### config.mk
export PLATFORM = sky130hd
export DESIGN_NAME = imem_loader_flat
export DESIGN_NICKNAME = d
export VERILOG_FILES = /design/src/rtl/imem_loader_pkg.sv /design/src/rtl/imem_loader_if.sv /design/src/rtl/imem_loader_word_pack.sv /design/src/rtl/imem_loader.sv /design/src/flat_wrapper.sv
export SDC_FILE = /design/constraint.sdc
export NUM_CORES = 1
export LEC_CHECK = 0
export ABC_CLOCK_PERIOD_IN_PS = 4450
export BUFFER_PORTS_ARGS = -buffer_cell sky130_fd_sc_hd__buf_2
export CORE_ASPECT_RATIO = 1.1
export CORE_MARGIN = 2
export CORE_UTILIZATION = 63
export DETAILED_ROUTE_END_ITERATION = 16
export PLACE_DENSITY = 0.87
export SLEW_MARGIN = 40
export SYNTH_ARGS = -nofsm -noshare
export SYNTH_HDL_FRONTEND = slang
export SYNTH_SLANG_ARGS = --single-unit
### constraint.sdc
create_clock -name clk -period 4.45 [get_ports clk]
set_clock_uncertainty 0.15 [all_clocks]
set_input_delay 0.445 -clock clk [delete_from_list [all_inputs] [get_ports clk]]
set_output_delay 0.445 -clock clk [all_outputs]
set_load 0.1 [all_outputs]
### src/rtl/imem_loader_pkg.sv
// imem_loader_pkg: state encodings and frame constants shared by the boot loader files
package imem_loader_pkg;
  localparam logic [2:0] S_LEN0 = 3'd0;
  localparam logic [2:0] S_LEN1 = 3'd1;
  localparam logic [2:0] S_DATA = 3'd2;
  localparam logic [2:0] S_CSUM = 3'd3;
  localparam logic [2:0] S_DONE = 3'd4;
  localparam logic [2:0] S_ERR  = 3'd5;
  localparam int LANES = 4;
  localparam int LEN_W = 16;
  function automatic logic in_frame(input logic [2:0] s);
    return s == S_LEN1 || s == S_DATA || s == S_CSUM;
  endfunction
endpackage

### src/rtl/imem_loader_if.sv
// imem_loader_if: host byte stream, IMEM write port and core-reset/status bundle of the loader
interface imem_loader_if #(parameter int ADDR_WIDTH = 10);
  logic [7:0]            in_data;
  logic                  in_valid;
  logic                  in_ready;
  logic                  reload;
  logic                  imem_wr_en;
  logic [ADDR_WIDTH-1:0] imem_addr;
  logic [31:0]           imem_wdata;
  logic                  core_rst_n;
  logic                  busy;
  logic                  done;
  logic                  err;
  modport master (output in_data, in_valid, reload,
                  input in_ready, imem_wr_en, imem_addr, imem_wdata, core_rst_n, busy, done, err);
  modport slave (input in_data, in_valid, reload,
                 output in_ready, imem_wr_en, imem_addr, imem_wdata, core_rst_n, busy, done, err);
endinterface

### src/rtl/imem_loader_word_pack.sv
// imem_loader_word_pack: assembles four bytes LSB-first into a word and strobes it for one cycle
module imem_loader_word_pack import imem_loader_pkg::*; (
  input  logic        clk,
  input  logic        rst_n,
  input  logic        i_clr,
  input  logic        i_valid,
  input  logic [7:0]  i_byte,
  output logic        o_last,
  output logic        o_word_valid,
  output logic [31:0] o_word
);
  logic [1:0]  r_lane;
  logic [31:0] r_word;
  logic        r_word_valid;
  assign o_last       = r_lane == 2'(LANES - 1);
  assign o_word_valid = r_word_valid;
  assign o_word       = r_word;
  // bytes enter at the top so byte 0 lands in the LSB lane once four have shifted in
  always_ff @(posedge clk or negedge rst_n)
    if (!rst_n) begin
      r_lane       <= '0;
      r_word       <= '0;
      r_word_valid <= 1'b0;
    end else if (i_clr) begin
      r_lane       <= '0;
      r_word       <= '0;
      r_word_valid <= 1'b0;
    end else begin
      r_word_valid <= i_valid && o_last;
      if (i_valid) begin
        r_lane <= r_lane + 2'd1;
        r_word <= {i_byte, r_word[31:8]};
      end
    end
endmodule

### src/rtl/imem_loader.sv
// imem_loader: byte-stream boot loader writing IMEM and holding the core in reset until a good frame lands
module imem_loader import imem_loader_pkg::*; #(
  parameter int          ADDR_WIDTH     = 10,
  parameter int unsigned BASE_WORD      = 0,
  parameter int unsigned TIMEOUT_CYCLES = 65535
) (
  input logic          clk,
  input logic          rst_n,
  imem_loader_if.slave bus
);
  localparam int MAX_WORDS = 1 << ADDR_WIDTH;
  localparam int TW = $clog2(TIMEOUT_CYCLES + 1);
  localparam logic [TW-1:0] TO_LAST = TW'(TIMEOUT_CYCLES - 1);
  logic [2:0]            r_state, w_next;
  logic                  r_ready, r_busy, r_done, r_err;
  logic [LEN_W-1:0]      r_len, r_word_idx, w_len;
  logic [7:0]            r_xor;
  logic [TW-1:0]         r_idle;
  logic [ADDR_WIDTH-1:0] r_addr;
  logic                  w_xfer, w_reload, w_timeout, w_last_lane, w_last_word, w_word_end;
  logic                  w_word_valid;
  logic [31:0]           w_word;
  assign w_xfer      = bus.in_valid & r_ready;
  assign w_len       = {bus.in_data, r_len[7:0]};
  assign w_reload    = bus.reload && (r_state == S_DONE || r_state == S_ERR);
  assign w_timeout   = in_frame(r_state) && !w_xfer && r_idle == TO_LAST;
  assign w_last_word = r_word_idx == r_len - 16'd1;
  assign w_word_end  = w_xfer && r_state == S_DATA && w_last_lane;
  imem_loader_word_pack u_pack (
    .clk          (clk),
    .rst_n        (rst_n),
    .i_clr        (w_reload),
    .i_valid      (w_xfer && r_state == S_DATA),
    .i_byte       (bus.in_data),
    .o_last       (w_last_lane),
    .o_word_valid (w_word_valid),
    .o_word       (w_word)
  );
  // frame sequencing; an accepted byte beats a coincident timeout because w_timeout requires no xfer
  always_comb begin
    w_next = r_state;
    if (w_reload) w_next = S_LEN0;
    else if (w_timeout) w_next = S_ERR;
    else if (w_xfer)
      case (r_state)
        S_LEN0:  w_next = S_LEN1;
        S_LEN1:  w_next = w_len == '0 ? S_CSUM : int'(w_len) > MAX_WORDS ? S_ERR : S_DATA;
        S_DATA:  w_next = w_last_lane && w_last_word ? S_CSUM : S_DATA;
        S_CSUM:  w_next = bus.in_data == r_xor ? S_DONE : S_ERR;
        default: w_next = r_state;
      endcase
  end
  // registered state, status outputs, length/index/checksum bookkeeping and idle counter
  always_ff @(posedge clk or negedge rst_n)
    if (!rst_n) begin
      r_state    <= S_LEN0;
      r_ready    <= 1'b0;
      r_busy     <= 1'b0;
      r_done     <= 1'b0;
      r_err      <= 1'b0;
      r_len      <= '0;
      r_word_idx <= '0;
      r_xor      <= '0;
      r_idle     <= '0;
      r_addr     <= '0;
    end else begin
      r_state <= w_next;
      r_ready <= w_next != S_DONE && w_next != S_ERR;
      r_busy  <= in_frame(w_next);
      r_done  <= w_next == S_DONE;
      r_err   <= w_next == S_ERR;
      r_idle  <= w_xfer || !in_frame(r_state) ? '0 : r_idle + TW'(1);
      if (w_reload) begin
        r_len      <= '0;
        r_word_idx <= '0;
        r_xor      <= '0;
      end else if (w_xfer) begin
        if (r_state != S_CSUM) r_xor <= r_xor ^ bus.in_data;
        if (r_state == S_LEN0) r_len[7:0] <= bus.in_data;
        if (r_state == S_LEN1) r_len[15:8] <= bus.in_data;
        if (w_word_end) begin
          r_word_idx <= r_word_idx + 16'd1;
          r_addr     <= ADDR_WIDTH'(32'(BASE_WORD) + 32'(r_word_idx));
        end
      end
    end
  assign bus.in_ready   = r_ready;
  assign bus.busy       = r_busy;
  assign bus.done       = r_done;
  assign bus.err        = r_err;
  assign bus.core_rst_n = r_done;
  assign bus.imem_wr_en = w_word_valid;
  assign bus.imem_addr  = r_addr;
  assign bus.imem_wdata = w_word;
endmodule
### src/flat_wrapper.sv
// flat-port wrapper written by rule: the top's interface ports become plain ports
module imem_loader_flat import imem_loader_pkg::*;
#(
  parameter int          ADDR_WIDTH     = 10,
  parameter int unsigned BASE_WORD      = 0,
  parameter int unsigned TIMEOUT_CYCLES = 65535
)
  (clk, rst_n, bus_in_data, bus_in_valid, bus_reload, bus_in_ready, bus_imem_wr_en, bus_imem_addr, bus_imem_wdata, bus_core_rst_n, bus_busy, bus_done, bus_err);
  imem_loader_if #(.ADDR_WIDTH(ADDR_WIDTH)) bus_i ();
  input logic clk;
  input logic rst_n;
  input wire logic [$bits(bus_i.in_data)-1:0] bus_in_data;
  input wire logic [$bits(bus_i.in_valid)-1:0] bus_in_valid;
  input wire logic [$bits(bus_i.reload)-1:0] bus_reload;
  output wire logic [$bits(bus_i.in_ready)-1:0] bus_in_ready;
  output wire logic [$bits(bus_i.imem_wr_en)-1:0] bus_imem_wr_en;
  output wire logic [$bits(bus_i.imem_addr)-1:0] bus_imem_addr;
  output wire logic [$bits(bus_i.imem_wdata)-1:0] bus_imem_wdata;
  output wire logic [$bits(bus_i.core_rst_n)-1:0] bus_core_rst_n;
  output wire logic [$bits(bus_i.busy)-1:0] bus_busy;
  output wire logic [$bits(bus_i.done)-1:0] bus_done;
  output wire logic [$bits(bus_i.err)-1:0] bus_err;
  assign bus_i.in_data = bus_in_data;
  assign bus_i.in_valid = bus_in_valid;
  assign bus_i.reload = bus_reload;
  assign bus_in_ready = bus_i.in_ready;
  assign bus_imem_wr_en = bus_i.imem_wr_en;
  assign bus_imem_addr = bus_i.imem_addr;
  assign bus_imem_wdata = bus_i.imem_wdata;
  assign bus_core_rst_n = bus_i.core_rst_n;
  assign bus_busy = bus_i.busy;
  assign bus_done = bus_i.done;
  assign bus_err = bus_i.err;
  imem_loader #(.ADDR_WIDTH(ADDR_WIDTH), .BASE_WORD(BASE_WORD), .TIMEOUT_CYCLES(TIMEOUT_CYCLES)) u_core (.clk(clk), .rst_n(rst_n), .bus(bus_i));
endmodule
==> key figures, run 1 <==
Clock tree
  • Clock tree sinks: 108
  • Root buf cell: clkbuf_8
  • Maximum buffer depth of the clock tree: 2
  • Maximum level of the CTS H-tree: 3
  • Resize count post-CTS: 0
  • Clock-pin slew of the registers on the worst-case setup and hold paths: 0.12 ns
  • CTS tree: done
  • Clock latency of the later-clocked register in the worst-skew pair: 0.40 ns
  • Clock buffers created by TritonCTS: 9
  • Setup Buffers After CTS: 0

Power
  • Clk network pwr share: 16.1%
  • Sum of internal, switching and leakage power: 3858 uW
  • Int Power: 1881 uW
  • Share of power burned in combinational logic: around 47%
  • Lkg Pwr: 0.002723 uW
  • Switching power summed over all nets: 1977 uW
  • Net Sw Frac: around half
  • Worst IR drop on VDD: between 400 and 500 uV
  • Sequential cell fraction of total power: a little under two fifths
  • Power per unit of standard cell area: 657.0 mW/mm^2

Critical path
  • Critical path class: reg2reg
  • Endpoint of the worst setup timing path: u_core.bus.core_rst_n$_DFF_PN0_
  • Category of the worst setup path capture point: flop
  • Required time at the worst-slack endpoint: roughly 4.6 ns
  • Startpoint class of the critical path: flop
  • Setup slack, reg-to-reg: 1.56 ns
  • Crit-path max FO: 9
  • Endpoint of the worst register-to-register path: u_core.bus.core_rst_n$_DFF_PN0_
  • Worst endpoint data arrival time: between 3 and 4 ns
  • Startpoint of the most critical register-to-register path: u_core.r_len[0]$_DFFE_PN0P_
  • Critical Path Start: u_core.r_len[0]$_DFFE_PN0P_
  • Worst reg-to-reg path cell count: 9

Synthesis
  • Synth Instances: 586
  • Main combinational cell family by area after synthesis: simple AND/OR/NAND/NOR gates
  • Net count after synthesis: just over 600
  • Yosys top cell by area: dfrtp_1
  • Share of Yosys cell area claimed by the top area cell type: 50.80%
  • Post-synthesis mux area share: under 10%
  • Adder and majority gate portion of the synthesized area: 1.411%
  • Summed instance area of the synthesized netlist: 0.005320 sq mm
  • Share of synthesized registers carrying an async set or reset: 100.0%
  • Area fraction in and, or, nand and nor cells after synthesis: 20.98%
  • Sequential share of the synthesized area: between 50% and 60%
  • Number of distinct library cells after synthesis: 48
  • Most frequently used flop master after synthesis: dfrtp_1
  • Synth area leaders: dfrtp_1 51%, nand2_1 7.9%, xor2_1 5.4%
  • Compound-cell area share of the yosys netlist: 11.64%
  • EDFF count, synth: 0
  • Share of the synthesized netlist area taken by xor and xnor gates: 9.219%
  • Number of warnings reported in the yosys synthesis log: 0
  • Flops & latches, synth: 108
  • Per-instance average area after synthesis: 9.079 sq um

Placed design
  • Routability cong.: 1.002
  • Detailed Place HPWL: 7.842 mm
  • Port buffer count: 59
  • Instance area after placement: 0.005649 sq mm
  • Worst slack at placement: 1.651 ns

Die
  • Num rows: 35
  • Effective utilization at floorplan: 64.28%
  • Number of ports placed on the die boundary: 60
  • Chip height: 100.4 microns
  • X dimension of the die: 91.62 microns
  • Core Region: 0.008277 sq mm
  • Die area: a little over 0.009 sq mm

Routing
  • Final routed DRC violation total: 0
  • Overall routed net length: 11.74 mm
  • ANT nets after route: 0
  • Number of optimization iterations in the first detailed-route pass: 7
  • Final routed wire length divided by cell count: 15.87 microns
  • Detail-routed via count per cell: 5.920
  • Overall via count from detail_route: ~4.4k
  • Detailed router's first-iteration violation count: 339

Timing
  • Transition time at the pin with the least slew margin: 0.7477 ns
  • Achievable Freq: approximately 350 MHz
  • Final critical-path share of the clock period: 65.04%
  • Max_slew headroom: 49.70%
  • Final hold violation count: 0
  • Worst path setup slack after routing: 1.556 ns
  • Setup TNS after final layout: 0 ns
  • Final setup vio count: 0
  • Final Slew Violations: 0
  • Unrepaired setup endpoints after global routing: no
  • Hold Slack: 0.1975 ns
  • Final critical delay including setup and external delays: 2.894 ns

Final layout
  • Net count reported at finish: 642
  • Post-route standard cell area excluding fillers: 0.005872 sq mm
  • Growth of design area from synthesis to finish: 10.37%
  • Fraction of final layout cells sized beyond drive strength 1: 15.10%
  • Number of antenna repair diodes: 0

Global route
  • Wire length of the first global-routing pass: roughly 19 mm
  • Antenna violations before repair: 0
  • Number of global-route vias before repair: 4182
  • Global routing usage summed across all routing layers: 26.53%
  • Remaining Overflow, GRT: 0
  • Largest net degree at the start of global routing: slightly above 80

Run
  • Count of maximum capacitance violations: 0

Status
  • Status: finished, final reports clean

Worst hold path
  • Class of the tightest hold or removal check: in2reg
## logic make-up (layout without fill, tap and decap cells)
kind of cell	after synthesis	count (layout)
and+or+nand+nor	246	246
adders and majority gates	6	6
muxes	12	12
DFF	108	108
xor gates and xnor gates	56	56
buffers and inverters	45	88
AOI/OAI and AO/OA	113	113
## power groups by stage
stage | Clock [uW] | Sequential (uW) | Combinational (uW)
after global placement | 0 | 1420 | 1740
after detailed placement | 0 | 1440 | 1790
after floorplan | 0 | 1990 | 898
after global routing | 665 | 1460 | 1940
after CTS | 625 | 1420 | 1800
final | 622 | 1430 | 1810
## cells in the final DEF, fill, tap and decap left out, drive strengths merged, types with 7 or more instances in the layout
cell type,instances
xnor2,23
and2,7
clkbuf,10
and3,7
nand3,18
nor3,8
a21oi,57
o21ai,38
inv,13
nand4,13
xor2,33
nand2,112
buf,61
nor2,53
mux2,10
dfrtp,108
## critical path, stage by stage, from the launching register on
cell and delay [ns]:
dfrtp_1 0.47, inv_1 0.13, ha_1 0.29, or3b_1 0.52, nor4_1 0.27, o21a_1 0.18, o21ai_0 0.10, a2111oi_2 0.36
a21oi_1 0.15, and2_1 0.16
## routing by layer
metal  vias up  global-route usage (%)  share of wire (%)
li1       2064                       -                  -
met4         0                   12.00                2.5
met3        29                   4.655                5.8
met1      2117                   34.96                 42
met2       171                   43.38                 49
met5         -                       0                  0
## per-stage QoR
stage               instances  utilization [%]
floorplan                 586                -
CTS                       740            70.91
detailed placement        723            68.25
global route              740            70.94
finish                    740            70.94
global placement          723            68.13
## cell type report
type / instances / area (sq um)
sequential: 108 / 2703
clock buffer: 9 / 123.9
multi-input combinational: 433 / 2450
fill: 616 / 2405
clock inverter: 7 / 86.33
tap: 111 / 138.9
timing repair buffer: 63 / 336.6
inverter: 9 / 33.78
## worst min-delay path by stage
| stage | startpoint | end | cells past startpoint | slack (ns) |
|---|---|---|---|---|
| after global routing | bus_in_data[0] | u_core.u_pack.o_word[24]$_DFFE_PN0P_ | 3 | 0.21 |
| after floorplan | rst_n | u_core.bus.busy$_DFF_PN0_ | 0 | -0.0006 |
| after global placement | u_core.bus.imem_addr[5]$_DFFE_PN0P_ | u_core.bus.imem_addr[5]$_DFFE_PN0P_ | 1 | 0.33 |
| after detailed placement | u_core.bus.imem_addr[1]$_DFFE_PN0P_ | u_core.bus.imem_addr[1]$_DFFE_PN0P_ | 1 | 0.34 |
| final | bus_in_data[6] | u_core.u_pack.o_word[30]$_DFFE_PN0P_ | 3 | 0.20 |
| after CTS | bus_in_data[6] | u_core.u_pack.o_word[30]$_DFFE_PN0P_ | 3 | 0.20 |
## sequential cells by signal, summed over array words and instances (netlist names)
name,flops
u_core.u_pack.o_word_valid,1
u_core.r_state,3
u_core.r_xor,8
u_core.r_word_idx,16
u_core.bus.imem_addr,10
u_core.u_pack.r_lane,2
u_core.r_idle,16
u_core.bus.in_ready,1
u_core.bus.err,1
u_core.r_len,16
u_core.bus.core_rst_n,1
u_core.u_pack.o_word,32
u_core.bus.busy,1
## cells in the mapped netlist (2+ instances only)
cell and count:
a211oi_1 2, a21oi_1 57, a31oi_1 5, and2_1 6, and3_1 7, buf_1 5, buf_2 2, clkbuf_1 26
dfrtp_1 108, ha_1 6, inv_1 9, mux2_2 10, mux2i_1 2, nand2_1 112, nand2b_1 3, nand3_1 18
nand4_1 13, nor2_1 53, nor2b_1 3, nor3_1 8, nor4_1 6, nor4b_1 2, o21ai_0 36, o21ai_1 2
or3_1 6, or4_1 3, xnor2_1 23, xor2_1 33
## what timing repair did
| item | in CTS | in global routing |
|---|---|---|
| hold endpoints to repair | 81 | 0 |
| hold buffers | 1 | 0 |
| setup endpoints to repair | 0 | 0 |
Power figures use the tool's default switching activity.
==> inputs of run 2 (changes only) <==
ABC_AREA = 1   (was not set)
ABC_CLOCK_PERIOD_IN_PS = 2840   (was 4450)
CORE_UTILIZATION = 59   (was 63)
PLACE_DENSITY = 0.82   (was 0.87)
clock period = 2.84 ns   (was 4.45 ns; I/O delays follow)
==> key figures, run 2 <==
Power
  • Int Power: 2728 uW
  • Clk network pwr share: 21.4%
  • Switching power summed over all nets: 2004 uW
  • Lkg Pwr: roughly 0.0031 uW
  • Share of power burned in combinational logic: 37.3%
  • Sequential cell fraction of total power: 41.3%
  • Net Sw Frac: 42.35%
  • Worst IR drop on VDD: 1020 uV
  • Power per unit of standard cell area: between 700 and 800 mW/mm^2

Timing
  • Final critical delay including setup and external delays: 2.290 ns
  • Max_slew headroom: a little over half
  • Achievable Freq: about 440 MHz
  • Final critical-path share of the clock period: 80.64%
  • Final Slew Violations: 0
  • Transition time at the pin with the least slew margin: 0.7139 ns
  • Unrepaired setup endpoints after global routing: no
  • Final hold violation count: 0
  • Final setup vio count: 0
  • Setup TNS after final layout: 0 ns

Routing
  • Final routed DRC violation total: 0
  • Overall via count from detail_route: 4668
  • Detailed router's first-iteration violation count: 230
  • Detail-routed via count per cell: 5.384
  • Final routed wire length divided by cell count: roughly 14 microns
  • Number of optimization iterations in the first detailed-route pass: 5
  • Overall routed net length: 12.05 mm
  • ANT nets after route: 0

Placed design
  • Port buffer count: 59
  • Detailed Place HPWL: 9.002 mm
  • Routability cong.: 0.8873
  • Instance area after placement: 0.005939 sq mm

Synthesis
  • Most frequently used flop master after synthesis: dfrtp_1
  • Synth area leaders: dfrtp_1 49%, nand2_1 11%, o21ai_0 5.5%
  • Commonest cells post-synth: 158 x nand2_1, 108 x dfrtp_1, 78 x inv_1
  • Share of Yosys cell area claimed by the top area cell type: between 40% and 50%
  • Yosys top cell by area: dfrtp_1
  • Number of distinct library cells after synthesis: 35
  • Dominant cell by count in the synthesized netlist: nand2_1
  • Synth Instances: 690
  • Share of synthesized registers carrying an async set or reset: 100.0%
  • Per-instance average area after synthesis: 7.977 sq um
  • Summed instance area of the synthesized netlist: around 0.0055 sq mm
  • Sequential share of the synthesized area: 49.10%
  • Flops & latches, synth: 108
  • Number of warnings reported in the yosys synthesis log: 0
  • EDFF count, synth: 0
  • Net count after synthesis: 708

Final layout
  • Highest-count cells in the layout ignoring fill and taps: 158 x nand2_1, 108 x dfrtp_1, 78 x inv_1
  • Growth of design area from synthesis to finish: 12.03%
  • Net count reported at finish: 766
  • Most common cell after layout, fill and taps aside: nand2_1
  • Fraction of final layout cells sized beyond drive strength 1: 16.87%
  • # fillers: between 700 and 800
  • Post-route standard cell area excluding fillers: 0.006166 sq mm
  • Max FFs per register: 32
  • Number of antenna repair diodes: 0
  • Core Util, Final: 68.79%

Clock tree
  • Resize count post-CTS: 0
  • CTS tree: done
  • Clock-pin slew of the registers on the worst-case setup and hold paths: between 0.1 and 0.15 ns
  • Clock tree sinks: ~110
  • Clock buffers created by TritonCTS: 9
  • Root buf cell: clkbuf_8
  • Maximum level of the CTS H-tree: 3
  • Maximum buffer depth of the clock tree: 2
  • Clock latency of the later-clocked register in the worst-skew pair: a little under 0.4 ns

Critical path
  • Setup slack, reg-to-reg: 0.55 ns
  • Critical path class: reg2reg
  • Category of the worst setup path capture point: flop
  • Dominant cell type by count on the critical path: nand2_1
  • Chain of cells forming the critical path: inv_2, ha_1, nand2_1, nor2_4, nand2_1, nand2_1, nand2_1, nor2_1, nand2_1, nor2_1, nand3_1, nand2_1, nand2_1, nand2_1, nand2_1, a21oi_1
  • Largest stage delay on the critical path: 0.41 ns
  • Startpoint class of the critical path: flop
  • Cell type of the slowest stage on the worst timing path: dfrtp_1
  • Required time at the worst-slack endpoint: about 3 ns
  • Crit-path max FO: 6
  • Worst endpoint data arrival time: between 2 and 2.5 ns

Global route
  • Remaining Overflow, GRT: 0
  • Antenna violations before repair: 0
  • Number of global-route vias before repair: 4536
  • Wire length of the first global-routing pass: 20.37 mm
  • Global routing usage summed across all routing layers: 25.51%
  • Largest net degree at the start of global routing: 57

Run
  • Count of maximum capacitance violations: 0

Die
  • Num rows: 36
  • Chip height: roughly 110 microns
  • Effective utilization at floorplan: 61.40%
  • X dimension of the die: about 96 microns
  • Number of ports placed on the die boundary: 60
  • Die area: 0.01012 sq mm
  • Core Region: 0.008964 sq mm

Worst hold path
  • Class of the tightest hold or removal check: in2reg

Status
  • Status: finished, final reports clean
[run 2: cell count changes in the layout (fill, tap and decap cells not counted), moves of 22 or more]
cell / delta
xor2_1: -22
nand3_1: +36
a21oi_1: -30
inv_1: +69
nand2_1: +46
o21ai_0: +24
[run 2: worst max-delay path, delay by kind of cell, from the launching register on]
kind	cells	cell delay, ns
and+or+nand+nor	13	1.18
DFF	1	0.41
AOI/OAI and AO/OA	1	0.15
adders and majority gates	1	0.21
buffers and inverters	1	0.10
[run 2: layout make-up]
| cell class | count | area (sq um) | share of cell area [%] |
|---|---|---|---|
| flip-flops and latches | 108 | 2703 | 43.83 |
| clock inverters | 6 | 78.83 | 1.278 |
| clock buffers | 10 | 137.6 | 2.232 |
| repair buffers | 69 | 387.9 | 6.291 |
| well taps | 114 | 142.6 | 2.313 |
| inverters | 97 | 364.1 | 5.905 |
| multi-input cells | 463 | 2352 | 38.15 |
[run 2: logic make-up after synthesis]
group                    share of synthesized area (%)
XOR/XNOR                                         2.705
AND/OR/NAND/NOR                                  26.07
multiplexers                                     1.023
adder cells (fa/ha/maj)                          1.364
flip-flops                                       49.10
buffers and inverters                            8.252
AO/OA/AOI/OAI                                    11.48
[run 2: worst paths after layout]
check | start | end | cells past startpoint
setup / recovery | u_core.r_len[0]$_DFFE_PN0P_ | u_core.bus.busy$_DFF_PN0_ | 16
hold / removal | bus_in_data[5] | u_core.r_xor[5]$_DFFE_PN0P_ | 4
setup reg to reg | u_core.r_len[0]$_DFFE_PN0P_ | u_core.bus.busy$_DFF_PN0_ | 16
hold reg to reg | u_core.u_pack.r_lane[0]$_DFFE_PN0P_ | u_core.u_pack.r_lane[0]$_DFFE_PN0P_ | 1
max in group asynchronous | rst_n | u_core.u_pack.o_word[0]$_DFFE_PN0P_ | 3
min in group asynchronous | rst_n | u_core.bus.imem_addr[0]$_DFFE_PN0P_ | 2
[run 2: per-layer routing]
layer  up-vias  part of all wire (%)  global-route usage, %
li1       2326                     -                      -
met2       121                    50                  41.91
met5         -                     0                      0
met3        26                   3.9                  3.145
met1      2195                    44                  33.30
met4         0                   2.9                  11.73
[run 2: what timing repair did]
action                                 in CTS  in global routing
endpoints found under the hold margin      54                  0
buffers inserted                            0                  0
hold buffers                                1                  0
[run 2: through the flow]
step                      hold WS [ns]  worst slack (ns)  instances  power (uW)
after floorplan                -0.1616            0.3581        690        3331
after global placement          0.2282            0.6798        850        3677
after detailed placement        0.2423            0.5849        850        3736
after CTS                       0.1075            0.5519        867        4749
after global routing            0.1129            0.2881        867        5053
final                           0.1093            0.5499        867        4733
[run 2: power groups by stage]
stage | sequential, uW | clock (uW) | combinational, uW
final | 1960 | 1010 | 1760
after global routing | 1980 | 1090 | 1980
after CTS | 1960 | 1030 | 1760
after detailed placement | 1990 | 0 | 1750
after global placement | 1970 | 0 | 1700
after floorplan | 2180 | 0 | 1160
==> inputs of run 3 (changes only) <==
ABC_AREA = 0   (was 1)
ABC_CLOCK_PERIOD_IN_PS = 1900   (was 2840)
CORE_UTILIZATION = 53   (was 59)
PLACE_DENSITY = 0.78   (was 0.82)
clock period = 1.9 ns   (was 2.84 ns; I/O delays follow)
==> key figures, run 3 (same netlist as run 1, synthesis figures left out) <==
Status
  • Status: complete, but fails checks
  • Violated checks: setup timing

Routing
  • ANT nets after route: 0
  • Detail-routed via count per cell: between 5 and 6
  • Detailed router's first-iteration violation count: 298
  • Overall via count from detail_route: 4808
  • Number of optimization iterations in the first detailed-route pass: 5
  • Final routed DRC violation total: 0
  • Final routed wire length divided by cell count: between 15 and 20 microns
  • Overall routed net length: around 14 mm

Die
  • Number of ports placed on the die boundary: 60
  • X dimension of the die: roughly 100 microns
  • Chip height: between 100 and 150 microns
  • Num rows: 38
  • Effective utilization at floorplan: 54.06%
  • Core Region: between 0.009 and 0.01 sq mm
  • Die area: 0.01086 sq mm

Critical path
  • Worst endpoint data arrival time: 2.56 ns
  • Critical path class: reg2reg
  • Worst reg-to-reg path cell count: 5
  • Startpoint class of the critical path: flop
  • Setup slack, reg-to-reg: -0.53 ns
  • Endpoint of the worst register-to-register path: u_core.bus.core_rst_n$_DFF_PN0_
  • Startpoint of the most critical register-to-register path: u_core.r_len[5]$_DFFE_PN0P_
  • Crit-path max FO: 3
  • Category of the worst setup path capture point: flop
  • Required time at the worst-slack endpoint: around 2 ns

Worst hold path
  • Hold path depth: 4
  • Class of the tightest hold or removal check: in2reg
  • Min-Delay Startpoint: bus_in_data[4]
  • End point of the worst hold path: u_core.u_pack.o_word[28]$_DFFE_PN0P_

Placed design
  • Instance area after placement: around 0.0064 sq mm
  • Detailed Place HPWL: between 9 and 10 mm
  • Worst slack at placement: -0.5577 ns
  • Routability cong.: roughly 0.87
  • Port buffer count: 59

Clock tree
  • Clock latency of the later-clocked register in the worst-skew pair: 0.38 ns
  • Clock-pin slew of the registers on the worst-case setup and hold paths: between 0.1 and 0.15 ns
  • CTS tree: done
  • Clock buffers created by TritonCTS: 9
  • Clock tree sinks: 108
  • Root buf cell: clkbuf_8
  • Maximum level of the CTS H-tree: 3
  • Maximum buffer depth of the clock tree: 2

Timing
  • Unrepaired setup endpoints after global routing: yes
  • Final critical-path share of the clock period: 127.7%
  • Max_slew headroom: between 60% and 70%
  • Worst path setup slack after routing: -0.5261 ns
  • Final hold violation count: 0
  • Final setup vio count: 9
  • Transition time at the pin with the least slew margin: 0.5001 ns
  • Achievable Freq: 412.2 MHz
  • Final Slew Violations: 0
  • Hold Slack: 0.07737 ns
  • Final critical delay including setup and external delays: 2.426 ns

Final layout
  • Number of antenna repair diodes: 0
  • Max FFs per register: 32
  • Most common cell after layout, fill and taps aside: nand2_1
  • Core Util, Final: 69.71%
  • Fraction of final layout cells sized beyond drive strength 1: 29.89%
  • Multi-input gate area in the final layout: 0.002686 sq mm
  • Storage cell area: 0.002706 sq mm
  • # fillers: 759
  • Highest-count cells in the layout ignoring fill and taps: 109 x nand2_1, 107 x dfrtp_1, 77 x buf_4
  • Net count reported at finish: 729
  • Growth of design area from synthesis to finish: 28.95%
  • Post-route standard cell area excluding fillers: 0.006860 sq mm

Power
  • Sum of internal, switching and leakage power: just over 10000 uW
  • Power per unit of standard cell area: 1509 mW/mm^2
  • Lkg Pwr: 0.003224 uW
  • Worst IR drop on VDD: approximately 1500 uV

Global route
  • Antenna violations before repair: 0
  • Largest net degree at the start of global routing: 41
  • Number of global-route vias before repair: roughly 4.8k
  • Remaining Overflow, GRT: 0
  • Wire length of the first global-routing pass: 22.60 mm
  • Global routing usage summed across all routing layers: 26.13%

Run
  • Count of maximum capacitance violations: 0
## run 3: cell types whose count changed in the layout (fill, tap and decap cells not counted), moves of 8 or more
cell / previous run / this run
inv_1: 78 / 7
o31ai_1: 14 / 1
a21oi_1: 27 / 56
inv_2: 17 / 2
xor2_1: 11 / 33
o21ai_0: 60 / 34
nor2_1: 69 / 50
buf_4: 9 / 77
nand3_1: 54 / 14
nand4_1: 5 / 13
xnor2_1: 6 / 22
nand2_1: 158 / 109
## run 3: critical path: stages (launching register included)
cell and delay, ns:
dfrtp_1 0.40, or4_4 0.57, or4_4 0.54, a2111oi_4 0.39, a21oi_2 0.12, and2_1 0.15
## run 3: per-layer routing
| layer | wire [microns] | global-route usage (%) | up-vias |
|---|---|---|---|
| li1 | - | - | 2233 |
| met2 | 6823 | 43.58 | 164 |
| met3 | 756 | 5.192 | 39 |
| met4 | 317 | 9.883 | 0 |
| met5 | 0 | 0 | - |
| met1 | 5659 | 33.91 | 2372 |
## run 3: report_power, final
group | internal [uW] | switching, uW | leakage (uW) | total, uW
Combinational | 1990 | 3770 | 0.00167 | 5760
Sequential | 2790 | 407 | 0.00146 | 3190
Clock | 513 | 882 | 0.0000947 | 1400
Total | 5290 | 5060 | 0.00322 | 10400
## run 3: final cells by class
class	count	share of cell area [%]
Clock inverter	7	0.9484
Sequential cell	108	39.45
Timing Repair Buffer	150	15.96
Clock buffer	9	1.806
Multi-Input combinational cell	433	39.16
Tap cell	120	2.189
Inverter	9	0.4924
## run 3: per-stage QoR
step	cells	setup TNS [ns]
floorplan	586	-2.191
global placement	812	-2.944
detailed placement	812	-3.766
CTS	835	-2.348
global route	836	-3.742
finish	836	-2.888
## run 3: worst max path at each step
stage	start	to
floorplan	u_core.r_len[0]$_DFFE_PN0P_	u_core.bus.core_rst_n$_DFF_PN0_
global placement	u_core.r_len[1]$_DFFE_PN0P_	u_core.bus.core_rst_n$_DFF_PN0_
detailed placement	u_core.r_len[1]$_DFFE_PN0P_	u_core.bus.core_rst_n$_DFF_PN0_
CTS	u_core.r_len[7]$_DFFE_PN0P_	u_core.bus.core_rst_n$_DFF_PN0_
global route	u_core.r_len[4]$_DFFE_PN0P_	u_core.bus.core_rst_n$_DFF_PN0_
finish	u_core.r_len[5]$_DFFE_PN0P_	u_core.bus.core_rst_n$_DFF_PN0_
## run 3: what timing repair did
item                                   4_1_cts  5_1_grt
hold buffers                                 3        0
pin swaps                                   17       17
setup buffers                                4        3
resized for setup                           16       28
setup endpoints to repair                   15       52
endpoints found under the hold margin      110        0
